`config.mk`:
```
export PLATFORM = sky130hd
export DESIGN_NAME = normalizador_seq
export DESIGN_NICKNAME = d
export VERILOG_FILES = /design/src/rtl/float_pkg.sv /design/src/rtl/normalizador_seq.sv
export SDC_FILE = /design/constraint.sdc
export NUM_CORES = 1
export LEC_CHECK = 0
export ABC_CLOCK_PERIOD_IN_PS = 2530
export CAP_MARGIN = 20
export CORE_MARGIN = 5
export CORE_UTILIZATION = 45
export CTS_CLUSTER_DIAMETER = 100
export DETAILED_ROUTE_END_ITERATION = 6
export GPL_ROUTABILITY_DRIVEN = 1
export PLACE_DENSITY = 0.73
export SLEW_MARGIN = 20
export SYNTH_ARGS = -nofsm -noshare
export SYNTH_HDL_FRONTEND = slang
export SYNTH_SLANG_ARGS = --single-unit
```
`constraint.sdc`:
```
create_clock -name clk -period 2.53 [get_ports clk]
set_input_delay 0.506 -clock clk [delete_from_list [all_inputs] [get_ports clk]]
set_output_delay 0.506 -clock clk [all_outputs]
set_load 0.01 [all_outputs]
```
`src/rtl/float_pkg.sv`:
```
// rtl/float_pkg.sv - shared float adder widths, GRS indices and normalizer types
//
// Shared by the normalization stage (normalizador_seq) and the rounding stage
// (arredondamento). No ports; compile-time declarations only.
//   FRACT_W      fraction width including the guard/round/sticky bits
//   EXP_W        exponent width
//   EXP_MAX      all-ones exponent, also used as the overflow code
//   GUARD/ROUND/STICKY  bit positions of the GRS bits inside the fraction
//   norm_state_t normalizer FSM states
//   norm_act_t   the single action the normalizer takes in a NORM cycle

package float_pkg;

  localparam int FRACT_W = 26;
  localparam int EXP_W   = 8;
  localparam int EXP_MAX = 255;

  localparam int GUARD  = 2;
  localparam int ROUND  = 1;
  localparam int STICKY = 0;

  typedef enum logic [1:0] {
    IDLE = 2'd0,
    NORM = 2'd1,
    DONE = 2'd2
  } norm_state_t;

  // Listed in decision priority order.
  typedef enum logic [2:0] {
    ACT_OVF  = 3'd0,
    ACT_SHR  = 3'd1,
    ACT_ZERO = 3'd2,
    ACT_FIN  = 3'd3,
    ACT_UNF  = 3'd4,
    ACT_SHL  = 3'd5
  } norm_act_t;

endpackage

```
`src/rtl/normalizador_seq.sv`:
```
// rtl/normalizador_seq.sv - multi-cycle normalization stage of the float adder
//
// Shifts the raw adder result one position per clock until the leading one
// sits at the top fraction bit, then presents a registered result for one
// cycle with a done pulse.
//
// Ports:
//   clk        in   system clock, rising edge
//   reset      in   synchronous, active-high reset
//   start      in   request, only sampled while idle
//   carry_in   in   carry-out of the adder (bit FRACT_W of the sum)
//   fract_in   in   adder sum bits [FRACT_W-1:0], GRS in [2:0]
//   exp_in     in   common (aligned) exponent
//   busy       out  high while normalizing
//   done       out  one-cycle pulse, result valid
//   fract_out  out  normalized fraction
//   exp_out    out  adjusted exponent
//   overflow   out  exponent reached EXP_MAX
//   underflow  out  exponent floor hit before normalization finished
//   zero       out  fraction was all zero

module normalizador_seq
  import float_pkg::*;
#(
  parameter int FRACT_W = float_pkg::FRACT_W,
  parameter int EXP_W   = float_pkg::EXP_W,
  parameter int EXP_MAX = float_pkg::EXP_MAX
) (
  input  logic               clk,
  input  logic               reset,
  input  logic               start,
  input  logic               carry_in,
  input  logic [FRACT_W-1:0] fract_in,
  input  logic [EXP_W-1:0]   exp_in,
  output logic               busy,
  output logic               done,
  output logic [FRACT_W-1:0] fract_out,
  output logic [EXP_W-1:0]   exp_out,
  output logic               overflow,
  output logic               underflow,
  output logic               zero
);

  localparam logic [EXP_W-1:0] EXP_TOP    = EXP_W'(EXP_MAX);
  localparam logic [EXP_W-1:0] EXP_TOP_M1 = EXP_W'(EXP_MAX - 1);
  localparam logic [EXP_W-1:0] EXP_ONE    = EXP_W'(1);

  norm_state_t        state;
  logic               carry_r;
  logic [FRACT_W-1:0] fract_r;
  logic [EXP_W-1:0]   exp_r;

  norm_act_t          act;
  logic [FRACT_W-1:0] fract_shr;
  logic [FRACT_W-1:0] fract_shl;

  // Right shift brings the carry in at the top; the bit shifted out of the
  // round position is folded into sticky so rounding still sees it.
  always_comb begin
    fract_shr         = {1'b1, fract_r[FRACT_W-1:1]};
    fract_shr[STICKY] = fract_r[ROUND] | fract_r[STICKY];
    fract_shl         = {fract_r[FRACT_W-2:0], 1'b0};
  end

  // One decision per NORM cycle. An exponent already at EXP_MAX can only come
  // straight from the load (rule 1 leaves NORM immediately), so it is checked
  // first and treated as overflow. The exp<=1 floor guarantees the left-shift
  // decrement never wraps.
  always_comb begin
    act = ACT_SHL;
    if (exp_r == EXP_TOP) begin
      act = ACT_OVF;
    end else if (carry_r && (exp_r == EXP_TOP_M1)) begin
      act = ACT_OVF;
    end else if (carry_r) begin
      act = ACT_SHR;
    end else if (fract_r == '0) begin
      act = ACT_ZERO;
    end else if (fract_r[FRACT_W-1]) begin
      act = ACT_FIN;
    end else if (exp_r <= EXP_ONE) begin
      act = ACT_UNF;
    end else begin
      act = ACT_SHL;
    end
  end

  always_ff @(posedge clk) begin
    if (reset) begin
      state     <= IDLE;
      carry_r   <= 1'b0;
      fract_r   <= '0;
      exp_r     <= '0;
      busy      <= 1'b0;
      done      <= 1'b0;
      fract_out <= '0;
      exp_out   <= '0;
      overflow  <= 1'b0;
      underflow <= 1'b0;
      zero      <= 1'b0;
    end else begin
      done <= 1'b0;
      case (state)
        IDLE: begin
          if (start) begin
            carry_r   <= carry_in;
            fract_r   <= fract_in;
            exp_r     <= exp_in;
            overflow  <= 1'b0;
            underflow <= 1'b0;
            zero      <= 1'b0;
            busy      <= 1'b1;
            state     <= NORM;
          end
        end

        NORM: begin
          case (act)
            ACT_SHR: begin
              fract_r <= fract_shr;
              exp_r   <= exp_r + EXP_ONE;
              carry_r <= 1'b0;
            end
            ACT_SHL: begin
              fract_r <= fract_shl;
              exp_r   <= exp_r - EXP_ONE;
            end
            ACT_OVF: begin
              fract_out <= '0;
              exp_out   <= EXP_TOP;
              overflow  <= 1'b1;
              busy      <= 1'b0;
              done      <= 1'b1;
              state     <= DONE;
            end
            ACT_ZERO: begin
              fract_out <= '0;
              exp_out   <= '0;
              zero      <= 1'b1;
              busy      <= 1'b0;
              done      <= 1'b1;
              state     <= DONE;
            end
            ACT_UNF: begin
              fract_out <= fract_r;
              exp_out   <= exp_r;
              underflow <= 1'b1;
              busy      <= 1'b0;
              done      <= 1'b1;
              state     <= DONE;
            end
            default: begin
              fract_out <= fract_r;
              exp_out   <= exp_r;
              busy      <= 1'b0;
              done      <= 1'b1;
              state     <= DONE;
            end
          endcase
        end

        DONE: begin
          state <= IDLE;
        end

        default: begin
          state <= IDLE;
          busy  <= 1'b0;
        end
      endcase
    end
  end

endmodule

```
==> impl_metrics.json, run 1 <==
{
  "min_to": "fract_out[23]",
  "core_area_mm2": 0.008299,
  "synth.cell_area_mm2": 0.003881,
  "synth_compound_area_share_pct": 24.15,
  "pwr-share-clk_pct": 22.9,
  "ys_warn_count": 0,
  "diodes": 0,
  "worst_pin_slew_ns": 0.5910,
  "clk_latency_ns": 0.36,
  "max-slew-margin-rel_pct": 60.60,
  "first_global_vias": 3903,
  "wl_um": 12270,
  "finalMaxSlewViolations": 0,
  "syn_inst": 507,
  "crit_slowest_cell": "dfxtp_1",
  "dp_hpwl_um": 8573,
  "synth_top_family_by_area": "simple AND/OR/NAND/NOR gates",
  "grt_usage_pct": 23.69,
  "cts-root-buf": "clkbuf_8",
  "synth-main-ff-cell": "dfxtp_1",
  "post-route-util_pct": 62.17,
  "criticalPathCategory": "reg2reg",
  "drc_errors": 0,
  "clock_sinks": 76,
  "synthSimpleGateAreaFrac_pct": 27.50,
  "first_pass_iters": 5,
  "synth_seq_cells": 76,
  "tns_ns": 0,
  "cts_buffer_depth": 2,
  "finClkSkew_ns": 0.01469,
  "r2r_end": "fract_r[24]",
  "outcome": "finished clean",
  "reg2reg_slack_ns": 0.13,
  "critPathCaptureType": "register",
  "critPathMaxStageDelay_ns": 0.43,
  "crit-reg2reg-launch": "exp_r[1]",
  "mappedNetlistNets": 549,
  "setup_viol": 0,
  "holdBufCountCts": 0,
  "fmax_mhz": 416.8,
  "period_share_pct": 94.82,
  "critPathTopFamily": "simple AND/OR/NAND/NOR gates",
  "path_max_fanout": 10,
  "vias_per_cell": 5.922,
  "p_int_w": 0.002526,
  "port_buffers": 76,
  "clk_pin_slew_ns": 0.09,
  "swShare_pct": 39.07,
  "synthMuxAreaShare_pct": 1.418,
  "cts_htree_levels": 3,
  "p_switching_w": 0.001620,
  "irDropWorstVdd_mv": 0.3387,
  "min_period_ns": 2.399,
  "die_area_mm2": 0.01058,
  "antenna_found_initial": 0,
  "area_growth_pct": 32.95,
  "yosysTopAreaCellShare_pct": 39.20,
  "hold_path_class": "reg2reg",
  "cp-start-kind": "register",
  "finalNonFillerCells": 704,
  "die_h_um": 102.9,
  "yosys.area.top_type": "dfxtp_1",
  "grt_pass1_wl_um": 19660,
  "reg2regPathDepth": 9,
  "synthAdderAreaFrac_pct": 1.289,
  "crit_arrival_ns": 2.66,
  "synth_cell_types": 51,
  "rsz0062_at_grt": "false",
  "synthXorXnorAreaFrac_pct": 0,
  "seqPwrFrac_pct": 36.1,
  "layout-drive-gt1-share_pct": 13.86,
  "wl_per_cell_um": 17.43,
  "critPathRequiredTime_ns": 2.80,
  "ios": 77,
  "worstHoldStart": "fract_out[23]",
  "synth_edf_count": 0,
  "p_total_w": 0.004146,
  "cts-buffers-inserted": 9,
  "holdPathStages": 2,
  "yosysSeqAreaShare_pct": 39.20,
  "final_nets": 636,
  "ant_nets": 0,
  "power_leakage_nw": 1.736,
  "synthArstFlopShare_pct": 0,
  "power_density_mw_per_mm2": 803.4,
  "crit_buf_inv": 2,
  "drtIter0Drc": 272,
  "grt_max_degree": 52,
  "cts_tree": "built",
  "vias": 4169,
  "netlist_top_cells_area": "dfxtp_1, nand3_1, a21oi_1, nand2_1, o211ai_1",
  "die_w_um": 102.9,
  "cap_violations": 0,
  "fp-row-count": 33,
  "cp_cell_sequence": "inv_1 > ha_1 > nor2_2 > nor3b_4 > or3_4 > o31ai_4 > buf_4 > nor2_1 > nor4_1",
  "dp.cells": 685,
  "gr-total-overflow": 0,
  "power.share.combinational_pct": 41.0,
  "avgSynthCellArea_um2": 7.655,
  "gp_congestion": 1.036,
  "hold_viol": 0,
  "start_util_pct": 46.77
}
==> cell usage after synthesis (4+ instances only) <==
cell type,instances
nand3_1,83
dfxtp_1,76
nand2_1,64
a21oi_1,56
nor2_1,36
o21ai_0,28
clkbuf_1,26
o211ai_1,24
nor3_1,14
a211oi_1,8
nor4_1,8
buf_1,6
buf_6,6
buf_2,5
or3_1,5
ha_1,4
inv_1,4
mux2_2,4
nand4_1,4
==> final cells by class <==
type,instances,area [um2]
fill,755,3139
multi-input combinational,382,2165
sequential,76,1521
timing repair buffer,121,1135
clock buffer,11,131.4
tap,105,131.4
clock inverter,5,61.31
inverter,4,15.01
==> worst reg2reg max path: stages, from the launching register on <==
cell and delay [ns]:
dfxtp_1 0.43, inv_1 0.11, ha_1 0.20, nor2_2 0.17
nor3b_4 0.09, or3_4 0.43, o31ai_4 0.31, buf_4 0.25
nor2_1 0.05, nor4_1 0.27
==> stage by stage <==
stage          setup slack, ns  cell area [um2]  hold slack, ns
2_1_floorplan          0.01338             3881          0.4713
3_3_place_gp            0.1232             4915          0.4395
3_5_place_dp          0.003202             4915          0.4438
4_1_cts                0.02728             5116          0.4555
5_1_grt                0.02077             5160          0.4683
6_report                0.1309             5160          0.4515
==> worst max-delay path by stage <==
stage	from	endpoint	slack, ns	cells past startpoint
after global routing	fract_r[6]	fract_r[2]	0.02	8
after floorplan	exp_r[0]	exp_r[4]	0.01	10
after detailed placement	exp_r[1]	fract_r[4]	0.003	9
after CTS	exp_r[1]	exp_r[4]	0.03	9
final	exp_r[1]	fract_r[24]	0.13	9
after global placement	exp_r[0]	exp_r[4]	0.12	9
==> state kept, by name, summed over array words and instances, names as in the netlist <==
name       flops
busy           1
fract_out     26
exp_r          8
state          2
exp_out        8
fract_r       26
underflow      1
carry_r        1
overflow       1
done           1
zero           1
==> power by group through the flow <==
stage               logic (W)  registers [W]  clock network [W]
floorplan             0.00104        0.00151                  0
global placement      0.00161        0.00152                  0
detailed placement    0.00162        0.00152                  0
CTS                   0.00163        0.00149           0.000955
global route          0.00185        0.00152            0.00101
finish                0.00170        0.00150           0.000948
==> cell families (layout without fill, tap and decap cells) <==
family	count (synthesis)	count (layout)
AND/OR/NAND/NOR	224	225
AO/OA/AOI/OAI	148	148
flip-flops	76	76
buffers and inverters	50	141
multiplexers	5	5
adder cells (fa/ha/maj)	4	4
==> timing repair <==
action                     4_1_cts  5_1_grt
resized for setup                1        5
setup endpoints to repair        2       57
cloned                           0        1
setup buffers                    0        2
pin swaps                        0        1
==> cells in the final DEF, fill, tap and decap left out, drive strengths merged, types with 2 or more instances in the layout <==
cell	count
a31oi	4
o31a	2
inv	5
nand4	4
a21oi	57
buf	46
dfxtp	76
or3	5
nand2	64
a221oi	2
mux2	4
o21ai	29
clkbuf	11
a22oi	3
nor3	16
ha	4
nand3	83
clkdlybuf4s50	75
clkinvlp	3
a32oi	2
o2111ai	2
or4	2
o211ai	24
o31ai	3
o21a	2
nor2	38
nor4	8
a211oi	8
o22ai	3
==> routing by layer <==
| metal | up-vias | wire length [um] | global-route usage (%) |
|---|---|---|---|
| met3 | 25 | 937 | 4.871 |
| met2 | 179 | 5639 | 37.44 |
| met4 | 0 | 306 | 9.263 |
| met5 | - | 0 | 0 |
| met1 | 1944 | 5387 | 31.86 |
| li1 | 2021 | - | - |
No activity file was read; power rests on OpenSTA's default activity.
==> inputs of run 2 (changes only) <==
CORE_UTILIZATION = 47   (was 45)
PLACE_DENSITY = 0.76   (was 0.73)
==> impl_metrics.json, run 2 (synthesis gave the netlist of run 1 again) <==
{
  "finalNonFillerCells": 700,
  "fmax_mhz": 417.4,
  "max-slew-margin-rel_pct": 66.10,
  "gr-total-overflow": 0,
  "grt_max_degree": 48,
  "start_util_pct": 47.72,
  "final_cell_mix": "nand3_1, dfxtp_1, clkdlybuf4s50_1",
  "cap_violations": 0,
  "tns_ns": 0,
  "rsz0062_at_grt": "true",
  "die_area_mm2": 0.01018,
  "vias_per_cell": 5.897,
  "finalMaxSlewViolations": 0,
  "final_nets": 632,
  "criticalPathCategory": "reg2reg",
  "ios": 77,
  "cts_htree_levels": 3,
  "largestRegisters": "fract_out (26), fract_r (26)",
  "fp-row-count": 33,
  "power_leakage_nw": 1.725,
  "crit-reg2reg-launch": "exp_r[0]",
  "layout-drive-gt1-share_pct": 13.11,
  "critPathRequiredTime_ns": 2.82,
  "outcome": "finished clean",
  "first_pass_iters": 5,
  "fillers": 730,
  "hold_path_class": "in2reg",
  "crit_arrival_ns": 2.68,
  "cp-start-kind": "register",
  "cts-root-buf": "clkbuf_8",
  "port_buffers": 76,
  "dp_hpwl_um": 8333,
  "mostFrequentLayoutCell": "nand3_1",
  "cp-endpoint": "exp_r[6]",
  "startpoint": "exp_r[0]",
  "first_global_vias": 3884,
  "holdBufCountCts": 0,
  "core_area_mm2": 0.008134,
  "clk_pin_slew_ns": 0.08,
  "cts_tree": "built",
  "antenna_found_initial": 0,
  "hold_viol": 0,
  "die_h_um": 100.9,
  "worst_pin_slew_ns": 0.5085,
  "cts_buffer_depth": 2,
  "reg2regPathDepth": 10,
  "die_w_um": 100.9,
  "setup_viol": 0,
  "grt_pass1_wl_um": 18930,
  "power_density_mw_per_mm2": 809.8,
  "clock_sinks": 76,
  "r2r_end": "exp_r[6]",
  "wl_per_cell_um": 16.83,
  "vias": 4128,
  "ant_nets": 0,
  "gp_congestion": 0.9842,
  "grt_usage_pct": 23.16,
  "path_max_fanout": 6,
  "irDropWorstVdd_mv": 0.3950,
  "drc_errors": 0,
  "period_share_pct": 94.70,
  "reg2reg_slack_ns": 0.13,
  "clk_latency_ns": 0.36,
  "dp.cells": 684,
  "wl_um": 11780,
  "drtIter0Drc": 275,
  "p_total_w": 0.004153,
  "min_period_ns": 2.396,
  "cts-buffers-inserted": 9,
  "critPathCaptureType": "register",
  "finClkSkew_ns": 0.01281,
  "diodes": 0,
  "area_growth_pct": 32.14
}
[run 2: what timing repair did]
item / 4_1_cts / 5_1_grt
setup endpoints to repair: 0 / 13
setup buffers: 0 / 0
gates resized for setup: 0 / 4
[run 2: how the worst min path moves through the flow]
stage                  start             to  slack [ns]  cells after the start
6_report               reset     fract_r[0]        0.43                      2
3_3_place_gp   fract_out[15]  fract_out[15]        0.44                      2
4_1_cts                reset     fract_r[0]        0.41                      2
2_1_floorplan    fract_r[12]    fract_r[12]        0.47                      2
3_5_place_dp    fract_out[5]   fract_out[5]        0.45                      2
5_1_grt                reset       state[0]        0.45                      2
[run 2: area by class of cell]
class                   instances  area, um2  area share [%]
clock inverters                 6      88.84           1.732
well taps                     105      131.4           2.562
repair buffers                118       1100           21.44
flip-flops and latches         76       1521           29.67
inverters                       4      15.01          0.2928
multi-input cells             381       2145           41.82
clock buffers                  10      127.6           2.488
[run 2: layer usage]
layer  vias to the layer above  share of wire, %  wire [um]  global-route usage (%)
met5                         -                 0          0                       0
met4                         0               2.5        299                   9.534
met1                      1943                45       5262                   30.10
li1                       2013                 -          -                       -
met2                       149                48       5619                   38.13
met3                        23               5.1        604                   3.668
[run 2: worst max-delay path, cell delays in order (launching register included)]
cell and delay [ns]:
dfxtp_1 0.36, inv_1 0.10, ha_1 0.23, nor2_1 0.21
nor3b_4 0.10, nor3_2 0.30, buf_4 0.20, nand4_1 0.14
o22ai_1 0.21, mux2_2 0.35, a21oi_1 0.13
[run 2: through the flow]
stage	worst slack, ns	hold WS [ns]	utilization [%]	cell area (um2)
final	0.1340	0.4297	63.05	5129
after global routing	-0.01957	0.4490	63.05	5129
after CTS	0.1267	0.4146	62.84	5111
after detailed placement	0.1350	0.4453	60.18	4895
after global placement	0.1812	0.4418	60.18	4895
after floorplan	0.01338	0.4713	-	3881
[run 2: where the power goes]
| group | internal [W] | switching [W] |
|---|---|---|
| Sequential | 0.00135 | 0.000149 |
| Combinational | 0.000681 | 0.000945 |
| Clock | 0.000556 | 0.000476 |
==> edit 1 (settings of run 1) <==
Change the package constant `FRACT_W` from 26 to 52.
--- a/src/rtl/float_pkg.sv
+++ b/src/rtl/float_pkg.sv
@@ -13,3 +13,3 @@
 
-  localparam int FRACT_W = 26;
+  localparam int FRACT_W = 52;
   localparam int EXP_W   = 8;
Ports: changed (resized fract_in and fract_out); port bits go from 77 to 129. No check against the original RTL was run, so the function may have changed too.
==> edit 1 against run 1 <==
The flow now finishes with violations (negative setup slack); setup slack got worse by 0.14 ns; routed wire length increased by 70%; synthesized area increased by 54%; final area increased by 72%; sequential cell count increased by 52; total power increased by 100%; global-route usage increased by 1.1 points; clock power increased by 140%; core utilization increased by 5.5 points; largest cell class unchanged; highest routed layer unchanged.
==> edit 1: results (changes against run 1) <==
| Metric | Value |
|---|---|
| Worst reg2reg endpoint | fract_r[26] |
| Skew-Pair Late Insertion Delay | 0.43 ns (+0.07 ns) |
| Total track usage | 0.2476 (+0.01069) |
| Largest net degree at the start of global routing | 58 (+12%) |
| Min-delay src | fract_out[15] |
| RR Startpoint | fract_r[27] |
| Cell area after layout | 8895 um2 (+72%) |
| Hold endpoint | fract_out[15] |
| VDD IR-drop max | 569.2 uV (+68%) |
| First-pass GRT wire length | 31740 um (+61%) |
| Setup TNS | -0.01704 ns (-0.01704 ns) |
| Top layer in use | met4 |
| Htree depth | 4 (+1) |
| Final WS setup | -0.01238 ns (-0.1433 ns) |
| Worst path slowest cell | or4_4 |
| Mapped Nets | 786 (+43%) |
| CTS clk-pin slew, worst paths | 0.05 ns (-0.04 ns) |
| DR iter-0 viols | 558 (+110%) |
| R2R cell count | 10 (+1) |
| Failing checks | negative setup slack |
| Max FO, Critical Path | 9 (-1) |
| Leak | 3.577 nW (+110%) |
| Largest cells by area after synthesis | dfxtp_1, a211oi_1, o31ai_1 |
| Commonest cells in the netlist | dfxtp_1, nand2_1, nor2_1 |
| Syn. warnings | 0 (unchanged) |
| Port buffer count | 128 (+68%) |
| Wire per inst | 19.28 um (+11%) |
| Yosys cell types | 54 (+5.9%) |
| TritonRoute pass-1 iters | 5 (unchanged) |
| Total CTS buffers | 17 (+8) |
| Routed met2 length | 10050 um (+78%) |
| Status | finished, violations left |
| Dpl hpwl | 13700 um (+60%) |
| Met3 wire len | 1595 um (+70%) |
| Vias in the first global route | 6185 (+58%) |
| Skew final | 0.007762 ns (-0.006924 ns) |
| DR vias | 6462 (+55%) |
| Final setup violation count | 3 (+3) |
| Biggest regs | fract_out x52, fract_r x52 |
| Post-synthesis sequential area ratio | 0.4287 (+0.03672) |
| NumNets Final | 960 (+51%) |
| Cell Area, Placed | 7890 um2 (+61%) |
| Share of cells above drive strength 1 | 0.2215 (+0.08292) |
| M1 WL | 8615 um (+60%) |
| Fillers | 1060 (+40%) |
| CP max stage delay | 0.62 ns (+0.19 ns) |
| Hold crit path type | reg -> reg |
| Root Driver | clkbuf_16 |
| Final GP Congestion | 0.8685 (-16%) |
| Tightest Pin Transition | 0.6318 ns (+0.04079 ns) |
## edit 1: changes by cell type after synthesis, moves of 14 or more
cell             run 1  this run
nand3_1             83        24
a21oi_1             56        38
nor2_1              36        75
a22o_1               1        35
a211oi_1             8        50
buf_2                5        19
and3_1               1        50
o211ai_1            24         6
o31ai_1              2        50
o21ai_0             28         3
dfxtp_1             76       128
nand2_1             64        87
## edit 1: final cells by class
type,instances,share of cell area
inverter,6,0.002532
multi-input combinational,515,0.3801
clock inverter,6,0.006893
tap,176,0.02476
timing repair buffer,224,0.2453
clock buffer,24,0.05191
sequential,128,0.2885
## edit 1: layer usage
| layer | track usage | vias to the layer above |
|---|---|---|
| li1 | - | 3005 |
| met1 | 0.3183 | 3084 |
| met2 | 0.3970 | 323 |
| met3 | 0.06994 | 50 |
| met4 | 0.09375 | 0 |
| met5 | 0 | - |
## edit 1: worst max path at each step
stage | from | end | slack [ns] | depth (start not counted)
floorplan | exp_r[0] | fract_out[0] | 0.03 | 10
global placement | fract_r[40] | fract_r[24] | -0.10 | 8
detailed placement | fract_r[40] | fract_r[24] | -0.22 | 8
CTS | fract_r[21] | fract_out[0] | 0.03 | 10
global route | fract_r[32] | fract_r[10] | -0.12 | 7
finish | fract_r[27] | fract_r[26] | -0.01 | 10
## edit 1: power breakdown
part | internal [mW] | switching, mW
Clock | 1.36 | 0.868
Combinational | 1.53 | 1.90
Sequential | 2.36 | 0.350
Total | 5.25 | 3.12
## edit 1: kinds of logic after synthesis
group           count (synthesis)  synth area share
fa+ha+maj                       4          0.008374
flops                         128            0.4287
buf+inv                        75           0.06175
simple gates                  298            0.2443
compound gates                213            0.2569
## edit 1: timing repair
item / in CTS / in global routing
buffers inserted: 2 / 3
resized for setup: 4 / 79
endpoints found under the setup margin: 62 / 119
cloned: 0 / 5
pin swaps: 1 / 10
## edit 1: critical path, delay by kind of cell, from the launching register on
kind                   cells  cell delay, ns
buffers and inverters      4            0.64
flip-flops                 1            0.32
AO/OA/AOI/OAI              2            0.33
AND/OR/NAND/NOR            4            1.15
## edit 1: through the flow
step                      setup WS (ns)  hold WS (ns)  cells
after floorplan                 0.02834        0.4426    718
final                          -0.01238        0.4506   1079
after CTS                       0.02777        0.4537   1071
after global routing            -0.1233        0.4812   1079
after global placement          -0.1025        0.4445   1039
after detailed placement        -0.2158        0.4462   1039
==> edit 2 (flow settings as in run 1) <==
Without the edit above. The 3 states of `norm_state_t` get a one-hot encoding in 3 bits.
--- a/src/rtl/float_pkg.sv
+++ b/src/rtl/float_pkg.sv
@@ -21,6 +21,6 @@
 
-  typedef enum logic [1:0] {
-    IDLE = 2'd0,
-    NORM = 2'd1,
-    DONE = 2'd2
+  typedef enum logic [2:0] {
+    IDLE = 3'b001,
+    NORM = 3'b010,
+    DONE = 3'b100
   } norm_state_t;
Function: no difference found for any inputs over 4 cycles, from zero or initial values and one cycle with reset high; so few cycles prove little.
==> edit 2 against run 1 <==
Synthesized area is 4.2% lower; setup slack gained 0.0037 ns; core utilization decreased by 0.38 points; cell count down 9.1%; sequential cell count increased by 1; routed wire length is 12% lower; sequential share of layout area increased by 1.2 points; count of clock-buffer cells in the layout grew 1; final area down 2.6%; hold slack improved by 0.039 ns; critical endpoint is now exp_r[5].
Power is not compared: it rests on default switching activity, and its combinational part moved more than twofold at a synthesized area within 25%.
==> edit 2: results (changes against run 1) <==
| Metric | Value |
|---|---|
| Congestion Overflow GR | 0 (unchanged) |
| Yosys cell types | 50 (-2.0%) |
| Status | completed |
| M2 GR Usage | 0.3311 (-0.04324) |
| Routing usage on met1 | 0.2935 (-0.02507) |
| Via-to-Cell Ratio | 5.770 (-2.6%) |
| CP max stage delay | 0.62 ns (+0.19 ns) |
| Cell Area, Placed | 4667 um2 (-5.0%) |
| NumNets Final | 573 (-9.9%) |
| Max FO, Critical Path | 6 (-4) |
| Worst path arrival time | 2.66 ns (about the same) |
| Port buffer count | 76 (unchanged) |
| Total CTS buffers | 9 (unchanged) |
| Fillers | 721 (-4.5%) |
| Mapped Nets | 488 (-11%) |
| CTS clk-pin slew, worst paths | approximately 0.08 ns |
| Primary FF master, synth | dfxtp_1 |
| Biggest regs | fract_out x26, fract_r x26 |
| Commonest cells in the netlist | nor2_1, dfxtp_1, a21oi_1, nand2_1, mux2i_1 |
| Share of cells above drive strength 1 | 0.1346 (-0.003985) |
| VDD IR-drop max | about 320 uV |
| Busiest grt layer | met2 |
| Initial antenna violation count | 0 (unchanged) |
| TritonRoute pass-1 iters | 5 (unchanged) |
| Largest net degree at the start of global routing | 40 (-23%) |
| Final GP Congestion | 0.9409 (-9.2%) |
| # diodes | 0 (unchanged) |
| Global-route track usage on met3 | 0.03945 (-0.009268) |
| Leak | around 2 nW |
| Post-synthesis sequential area ratio | 0.4145 (+0.02253) |
| Dpl hpwl | 7179 um (-16%) |
| Syn. warnings | 0 (unchanged) |
| Skew-Pair Late Insertion Delay | 0.34 ns (-0.02 ns) |
| Family with the most delay on the worst path | simple AND/OR/NAND/NOR gates |
| Root Driver | clkbuf_8 |
| Skew final | 0.005241 ns (-0.009445 ns) |
| Synth async-reset ratio | 0 (unchanged) |
| Worst path slowest cell | or4b_2 |
| Htree depth | 3 (unchanged) |
| Tightest Pin Transition | 0.6560 ns (+0.06492 ns) |
| Vias in the first global route | 3445 (-12%) |
| First-pass GRT wire length | 17350 um (-12%) |
| Critical path data required time | 2.79 ns (about the same) |
| Largest cells by area after synthesis | dfxtp_1, nor2_1, mux2i_1 |
| Maximum clock path buffer count | 2 (unchanged) |
| Wire per inst | 16.89 um (-3.1%) |
| Total track usage | 0.2125 (-0.02445) |
| Hold crit path type | in -> reg |
| DR iter-0 viols | 204 (-25%) |
==> edit 2: path summary, 6_finish.rpt <==
kind              startpoint        to  slack (ns)  cells past startpoint
hold / removal         reset  exp_r[5]        0.49                      3
setup / recovery  fract_r[0]  exp_r[5]        0.13                      8
hold reg to reg     exp_r[1]  exp_r[1]        0.50                      2
setup reg to reg  fract_r[0]  exp_r[5]        0.13                      8
==> edit 2: cell type report <==
type | count | area (um2) | area share
multi-input combinational | 330 | 2116 | 0.4210
tap | 105 | 131.4 | 0.02614
timing repair buffer | 108 | 1007 | 0.2004
clock buffer | 12 | 165.2 | 0.03286
sequential | 77 | 1544 | 0.3072
inverter | 5 | 18.77 | 0.003734
clock inverter | 3 | 43.79 | 0.008713
==> edit 2: report_power, final <==
part           switching (mW)  total, mW  leakage, nW  internal [mW]
sequential             0.0815       1.35        0.628           1.27
combinational           0.393      0.753         1.21          0.360
clock                   0.445      0.977        0.108          0.532
total                   0.920       3.08         1.95           2.16
==> edit 2: per-stage QoR <==
step	instances	worst slack, ns	util
after detailed placement	619	-0.09400	0.5738
after global placement	619	-0.01258	0.5738
after global routing	640	0.009745	0.6179
final	640	0.1346	0.6179
after CTS	637	0.01598	0.6073
after floorplan	446	0.2159	-
==> edit 2: worst register-to-register path, delay by kind of cell (launching register included) <==
family	cells	cell delay [ns]
muxes	1	0.14
buffers and inverters	1	0.17
DFF	1	0.35
AOI/OAI and AO/OA	2	0.41
and+or+nand+nor	4	1.26
==> edit 2: per-layer routing <==
metal  routed length (um)  vias up  part of all wire
met5                    0        -                 0
met4                  200        0             0.018
met3                  716       18             0.066
met2                 5135      142              0.47
met1                 4758     1741              0.44
li1                     -     1792                 -
==> edit 2: timing repair <==
action	in CTS	in global routing
gates resized for setup	8	13
pin swaps	2	6
buffers inserted	2	3
cloned	1	0
setup endpoints to repair	56	54
==> edit 2: logic make-up (layout without fill, tap and decap cells) <==
| kind of cell | Yosys count | after routing | synth area share |
|---|---|---|---|
| flops | 77 | 77 | 0.4145 |
| mux | 29 | 29 | 0.07806 |
| buf+inv | 40 | 128 | 0.04812 |
| xor+xnor | 2 | 2 | 0.004711 |
| compound gates | 130 | 130 | 0.2413 |
| fa+ha+maj | 4 | 4 | 0.01346 |
| simple gates | 164 | 165 | 0.1999 |
